--- config.mk ---
export PLATFORM = sky130hd
export DESIGN_NAME = stack_status_ctrl
export DESIGN_NICKNAME = d
export VERILOG_FILES = /design/src/rtl/stack_status_ctrl.sv
export SDC_FILE = /design/constraint.sdc
export NUM_CORES = 1
export LEC_CHECK = 0
export ABC_AREA = 1
export ABC_CLOCK_PERIOD_IN_PS = 2200
export CORE_MARGIN = 2
export CORE_UTILIZATION = 25
export DETAILED_ROUTE_END_ITERATION = 6
export GPL_TIMING_DRIVEN = 0
export RECOVER_POWER = 50
export SLEW_MARGIN = 20
export SYNTH_ARGS = -nofsm -noshare
export SYNTH_HDL_FRONTEND = slang
export SYNTH_SLANG_ARGS = --single-unit
--- constraint.sdc ---
create_clock -name clk -period 2.2 [get_ports clk]
set_input_delay 0.44 -clock clk [delete_from_list [all_inputs] [get_ports clk]]
set_output_delay 0.44 -clock clk [all_outputs]
set_load 0.005 [all_outputs]
--- src/rtl/stack_status_ctrl.sv ---
// rtl/stack_status_ctrl.sv - stack pointer, RAM strobes, status flags and error tracking
//
// Ports:
//   clk, rst_edge            clock (rising edge) and async active-high reset
//   push_req/pop_req/peek_req request levels, each acts on its rising edge
//   clr_err                  synchronous clear of error, err_code, err_count
//   afull_lvl, aempty_lvl    almost-full / almost-empty thresholds
//   sp                       registered stack pointer (number of valid entries)
//   mem_we, mem_re, mem_addr combinational stack RAM strobes and address
//   stack_full/empty/threshold/afull/aempty  status flags from sp
//   error, err_code, err_count  registered error flag, first cause, saturating count
module stack_status_ctrl #(
    parameter int STACK_DEPTH = 16,
    parameter bit STICKY_ERR  = 1'b0,
    parameter int ERR_CNT_W   = 8,
    localparam int PTR_W      = $clog2(STACK_DEPTH) + 1
) (
    input  logic                 clk,
    input  logic                 rst_edge,
    input  logic                 push_req,
    input  logic                 pop_req,
    input  logic                 peek_req,
    input  logic                 clr_err,
    input  logic [PTR_W-1:0]     afull_lvl,
    input  logic [PTR_W-1:0]     aempty_lvl,
    output logic [PTR_W-1:0]     sp,
    output logic                 mem_we,
    output logic                 mem_re,
    output logic [PTR_W-2:0]     mem_addr,
    output logic                 stack_full,
    output logic                 stack_empty,
    output logic                 stack_threshold,
    output logic                 stack_afull,
    output logic                 stack_aempty,
    output logic                 error,
    output logic [1:0]           err_code,
    output logic [ERR_CNT_W-1:0] err_count
);

    localparam logic [PTR_W-1:0]     DEPTH_V = PTR_W'(STACK_DEPTH);
    localparam logic [PTR_W-1:0]     HALF_V  = PTR_W'(STACK_DEPTH / 2);
    localparam logic [ERR_CNT_W-1:0] CNT_MAX = '1;

    localparam logic [1:0] CODE_NONE  = 2'b00;
    localparam logic [1:0] CODE_OVER  = 2'b01;
    localparam logic [1:0] CODE_UNDER = 2'b10;
    localparam logic [1:0] CODE_PEEK  = 2'b11;

    typedef enum logic {ST_OK, ST_ERR} err_state_t;

    err_state_t       state;
    logic             push_d, pop_d, peek_d;
    logic             e_push, e_pop, e_peek;
    logic [PTR_W-2:0] sp_m1;
    logic [PTR_W-1:0] sp_next;
    logic             err_ev;
    logic [1:0]       err_cause;
    logic             op_ok;
    logic [ERR_CNT_W-1:0] cnt_inc;

    assign e_push = push_req & ~push_d;
    assign e_pop  = pop_req  & ~pop_d;
    assign e_peek = peek_req & ~peek_d;

    // Address of the current top entry; only used when the stack is not empty.
    assign sp_m1 = sp[PTR_W-2:0] - (PTR_W-1)'(1);

    assign stack_full      = (sp == DEPTH_V);
    assign stack_empty     = (sp == '0);
    assign stack_threshold = (sp >= HALF_V);
    assign stack_afull     = (sp >= afull_lvl);
    assign stack_aempty    = (sp <= aempty_lvl);

    assign cnt_inc = (err_count == CNT_MAX) ? err_count : err_count + ERR_CNT_W'(1);

    always_comb begin
        mem_we    = 1'b0;
        mem_re    = 1'b0;
        mem_addr  = '0;
        sp_next   = sp;
        err_ev    = 1'b0;
        err_cause = CODE_NONE;
        op_ok     = 1'b0;
        if (e_push && e_pop) begin
            op_ok  = 1'b1;
            mem_we = 1'b1;
            if (stack_empty) begin
                // Nothing to pop: behave as a plain push into slot 0.
                mem_addr = sp[PTR_W-2:0];
                sp_next  = sp + PTR_W'(1);
            end else begin
                // Replace top in place: read old value and overwrite it.
                mem_re   = 1'b1;
                mem_addr = sp_m1;
            end
        end else if (e_push) begin
            if (stack_full) begin
                err_ev    = 1'b1;
                err_cause = CODE_OVER;
            end else begin
                op_ok    = 1'b1;
                mem_we   = 1'b1;
                mem_addr = sp[PTR_W-2:0];
                sp_next  = sp + PTR_W'(1);
            end
        end else if (e_pop) begin
            if (stack_empty) begin
                err_ev    = 1'b1;
                err_cause = CODE_UNDER;
            end else begin
                op_ok    = 1'b1;
                mem_re   = 1'b1;
                mem_addr = sp_m1;
                sp_next  = sp - PTR_W'(1);
            end
        end else if (e_peek) begin
            if (stack_empty) begin
                err_ev    = 1'b1;
                err_cause = CODE_PEEK;
            end else begin
                op_ok    = 1'b1;
                mem_re   = 1'b1;
                mem_addr = sp_m1;
            end
        end
    end

    always_ff @(posedge clk or posedge rst_edge) begin
        if (rst_edge) begin
            sp     <= '0;
            push_d <= 1'b0;
            pop_d  <= 1'b0;
            peek_d <= 1'b0;
        end else begin
            sp     <= sp_next;
            push_d <= push_req;
            pop_d  <= pop_req;
            peek_d <= peek_req;
        end
    end

    // Error FSM. An error event outranks clr_err so a coincident clear
    // restarts the count at one with the new cause latched.
    always_ff @(posedge clk or posedge rst_edge) begin
        if (rst_edge) begin
            state     <= ST_OK;
            error     <= 1'b0;
            err_code  <= CODE_NONE;
            err_count <= '0;
        end else if (err_ev) begin
            state <= ST_ERR;
            error <= 1'b1;
            if (clr_err) begin
                err_code  <= err_cause;
                err_count <= ERR_CNT_W'(1);
            end else begin
                if (state == ST_OK) begin
                    err_code <= err_cause;
                end
                err_count <= cnt_inc;
            end
        end else if (clr_err) begin
            state     <= ST_OK;
            error     <= 1'b0;
            err_code  <= CODE_NONE;
            err_count <= '0;
        end else if (!STICKY_ERR && op_ok && state == ST_ERR) begin
            state    <= ST_OK;
            error    <= 1'b0;
            err_code <= CODE_NONE;
        end
    end

endmodule

# After elaboration in Yosys (flattened, before gate mapping)
# Index checks and enable logic that the tools add are counted.
# op_classes
addsub,4
magnitude_cmp,3
bitwise_logic,6
n_reduce_logical,9
mux,48
n_eq_ne,7
# ops
cell,count
$mux W8,4
$mux W5,6
$mux W4,7
$mux W2,11
$mux W1,20
$add A8 B1 Y8 const B,1
$eq A8 B8 Y1 const B,1
$reduce_bool A3 Y1,2
$add A5 B1 Y5 const B,1
$eq A5 B5 Y1 const B,1
$ge A5 B4 Y1 const B,1
$ge A5 B5 Y1,1
$le A5 B5 Y1,1
$logic_not A5 Y1,1
$sub A5 B1 Y5 const B,1
$ne A2 B2 Y1 const B,2
$reduce_and A2 Y1,2
$reduce_and A4 Y1,1
$sub A4 B1 Y4 const B,1
$and A1 B1 Y1,3
$ne A3 B1 Y1 const B,1
$ne A3 B2 Y1 const B,1
$ne A3 B3 Y1 const B,1
$not A1 Y1,3
2 further kinds,3
# word_totals
elab_cells,84
ff_bits,19
out_inout_bits,27
in_bits,16

# Longest topological paths before layout
# logic_depth
ltp_word,10
depth_mapped,12
mapped_depth_nobuf,12

# Worst setup path after synthesis
# No wires, ideal clock.
# synth_timing
kind,reg-to-output
from,register sp[0]
to,output mem_addr[0]
stages_incl_launch_ff,8
setup_slack_ps,238
required_ps,1760
n_path_buf,0
t_arrival_ps,1522
path_cell_list,dfrtp_1 > inv_1 > ha_1 > inv_1 > nor2_1 > nand2_2 > ha_1 > o21ai_0
# synth_between
elab_chain_cells,6
elab_cells_between_ends,10
cone_classes,add/sub (1); eq/ne (1); mux (7); reduce/logical (1)
# synth_lines
item,line,rtl
"start, declared",26,"output logic [PTR_W-1:0] sp,"
"start signal, assigned",135,sp <= sp_next;
$sub A4 B1 Y4 or $logic_not A5 Y1 (tied branches),"66, 69",
$mux W4,"107, 117",
$mux W4,116,end else if (e_peek) begin
$mux W4,106,end else if (e_pop) begin
$mux W4,96,end else if (e_push) begin
$mux W4 *,84,if (e_push && e_pop) begin
"end, declared",29,"output logic [PTR_W-2:0] mem_addr,"
# Every way passes the cells marked *; elsewhere a longest branch is shown, timed or not.

# Final worst setup path
# layout_timing
from,input pop_req
to,output mem_addr[1]
# layout_between
elab_chain_cells,4
elab_cells_between_ends,5
cone_classes,mux (3); bitwise (1); reduce/logical (1)
# layout_lines
item,line,rtl
"start, declared",21,"input logic pop_req,"
$and A1 B1 Y1 *,62,assign e_pop = pop_req & ~pop_d;
$mux W4,106,
$mux W4,96,
$mux W4 *,84,
# Marked as above.

==> summary.txt <==
RD Place Congestion = 0.863
min-delay worst type = in2reg
RSZ-0062 raised after global routing = yes
Syn Inst Count = 213
DR DRC count = 0
vias in the first global route = 1554
total grt overflow = 0
Final HPWL DP = 2900 um
clk sinks = 19
type of origin of the critical path = input port
Detailed Route WL = 4250 um
first-pass GRT wire length = 6960 um
Pleak = 1.21 nW
synth top area cells = dfrtp_1, ha_1, nand2_1, inv_1, nand3_1
Setup Skew = 0.00420 ns
FP Rows = 28
syn nets = 243
buffer depth of the longest clock path = 2
sequential share of the synthesized area = 30.1%
Compound-Gate Fraction of Synth Area = 11.9%
Final WS setup = 0.0494 ns
synthesized area per cell = 7.41 um^2
metal3 WL = 108 um
Cell variety after synth = 28
final net count = 309
Filler Cell Count = 629
FMAX = 465 MHz
R2R cell count = 13
CP endpoint kind = output pin
Final Hold Fails = 0
area leader, netlist = dfrtp_1
# H-tree levels = 1
root buffer cell = clkbuf_8
number of buffers created by CTS = 3
worst-path maximum fanout = 3
total power = 0.00216 W
worst skew pair latency = 0.26 ns
combinational family with the most area after synthesis = simple AND/OR/NAND/NOR gates
initial antenna violation count = 0
PD cells = 898 mW/mm^2
Synth warnings = 0
largest net degree at the start of global routing = 20
DRT antenna net count = 0
Ant. Diodes = 0
status = complete, no violations
met1 WL = 1990 um
Worst Path Arrival = 1.71 ns
Worst Setup Path Type = in2out
gr usage total = 12.0%
post-synth top area share = 30.1%
Die ar. = 0.00697 mm^2
Critical Path RT = 1.76 ns
Post-Synth XOR/XNOR Area = 2.22%
Final setup viols = 0
normalized max-slew margin = 49.3%
Core ar. = 0.00603 mm^2
fin crit share = 97.8%
drt wl/cell = 12.0 um
TritonCTS clock tree = built
Starting DRT DRC Count = 101
peak supply drop = 0.275 mV
Vias = 1600
highest routed layer = met4
met2 wire len = 2090 um
die height = 83.5 um
mux contribution to synthesized area = 0%
Syn-to-layout area delta = 52.5%
Die W = 83.5 um
hold path cells = 1
# hold bufs at CTS = 0
Post-Synth Simple-Gate Area = 31.9%
Reg clk slew, reported paths = 0.07 ns
Worst Tran Pin Value = 0.760 ns
Post-Synth Adder-Cell Area = 11.1%
ratio of cells with drive above 1 in the final layout = 29.5%
setup slack at placement = -0.483 ns
Ports = 43
Max Slew Vio Count = 0
Mapped Area = 0.00158 mm^2
DRT Pass-1 Iters = 4
number of port buffers = 42
Max Cap Violations = 0
synthesized flop and latch total = 19
crit path time final = 2.15 ns
Initial Utilization = 26.2%
Via density = 4.53
[path summary, 6_finish.rpt]
check                            start      endpoint  slack, ns
min                           push_req        push_d       0.50
max reg2reg                      sp[0]         sp[1]       0.39
min reg2reg                err_code[0]   err_code[0]       0.50
max                            pop_req   mem_addr[1]       0.05
max in group asynchronous     rst_edge         sp[0]       0.91
min in group asynchronous     rst_edge  err_count[2]       0.77
[synthesized netlist by cell type]
cell	instances
a21o_1	1
a21oi_1	8
a31oi_1	1
buf_12	1
buf_6	2
clkinv_1	1
dfrtp_1	19
ha_1	14
inv_1	37
inv_2	3
inv_4	1
nand2_1	40
nand2_2	5
nand2_4	4
nand3_1	19
nand3_2	2
nand3_4	1
nand4_1	8
nor2_1	13
nor2_4	3
nor3_1	1
o21ai_0	12
o21ai_1	6
o21ai_2	1
o21bai_1	3
o22ai_1	2
or2_2	1
xor2_1	4
[layer usage]
| layer | vias to the layer above | GRT usage (%) |
|---|---|---|
| met5 | - | 0 |
| met4 | 0 | 4.69 |
| met3 | 6 | 1.38 |
| met2 | 31 | 20.5 |
| met1 | 739 | 15.4 |
| li1 | 824 | - |
[what timing repair did]
action,CTS,global route
endpoints found under the setup margin,10,6
setup buffers,17,2
hold endpoints to repair,0,0
gates resized for setup,46,27
cloned,0,0
pin swaps,15,16
[logic make-up after synthesis]
family	count (synthesis)
and+or+nand+nor	97
buffers and inverters	45
AOI/OAI and AO/OA	34
DFF	19
xor gates and xnor gates	4
adders and majority gates	14
[sequential cells by signal, summed over array words and instances (netlist names)]
register   flops
err_code       2
err_count      8
peek_d         1
pop_d          1
push_d         1
sp             5
state          1
[stage by stage]
step | utilization (%) | hold slack [ns] | setup TNS [ns] | cell area [um^2] | std cells
after floorplan | - | 0.391 | 0 | 1580 | 213
after global placement | 34.7 | 0.495 | -3.24 | 2090 | 330
after detailed placement | 34.7 | 0.498 | -3.16 | 2090 | 330
after CTS | 38.5 | 0.489 | 0 | 2320 | 351
after global routing | 40.0 | 0.502 | -0.308 | 2410 | 353
final | 40.0 | 0.496 | 0 | 2410 | 353
[layout by cell type (no fill, tap or decap), types with 6 or more instances in the layout]
master,synthesis,routed
a21oi_1,8,7
buf_4,0,16
clkdlybuf4s50_1,0,19
dfrtp_1,19,15
dlygate4sd3_1,0,10
ha_1,14,9
inv_1,37,31
inv_2,3,7
nand2_1,40,34
nand2_2,5,9
nand2_4,4,6
nand3_1,19,17
nand4_1,8,8
nor2_1,13,9
o21ai_0,12,9
o21ai_1,6,9
[worst max-delay path, cell delays in order]
cell	delay (ns)
dlygate4sd3_1	0.56
nand2_2	0.09
nand2_2	0.11
nand3_4	0.09
o22ai_2	0.10
nand2_1	0.08
o21ai_1	0.09
buf_2	0.14
[power breakdown]
group | switching [W] | leakage [nW] | internal (W)
sequential | 0.0000955 | 0.244 | 0.000415
clock | 0.000124 | 0.0255 | 0.000126
combinational | 0.000694 | 0.939 | 0.000709
total | 0.000913 | 1.21 | 0.00125
[layout make-up]
class | count | area, um^2 | share of cell area [%]
plain buffers | 3 | 42.5 | 1.77
clock buffers | 3 | 41.3 | 1.72
clock inverters | 1 | 5.00 | 0.208
inverters | 42 | 165 | 6.86
multi-input cells | 149 | 1040 | 43.0
flip-flops and latches | 19 | 480 | 20.0
well taps | 75 | 93.8 | 3.90
repair buffers | 61 | 543 | 22.6
No activity file was read; power rests on OpenSTA's default activity.
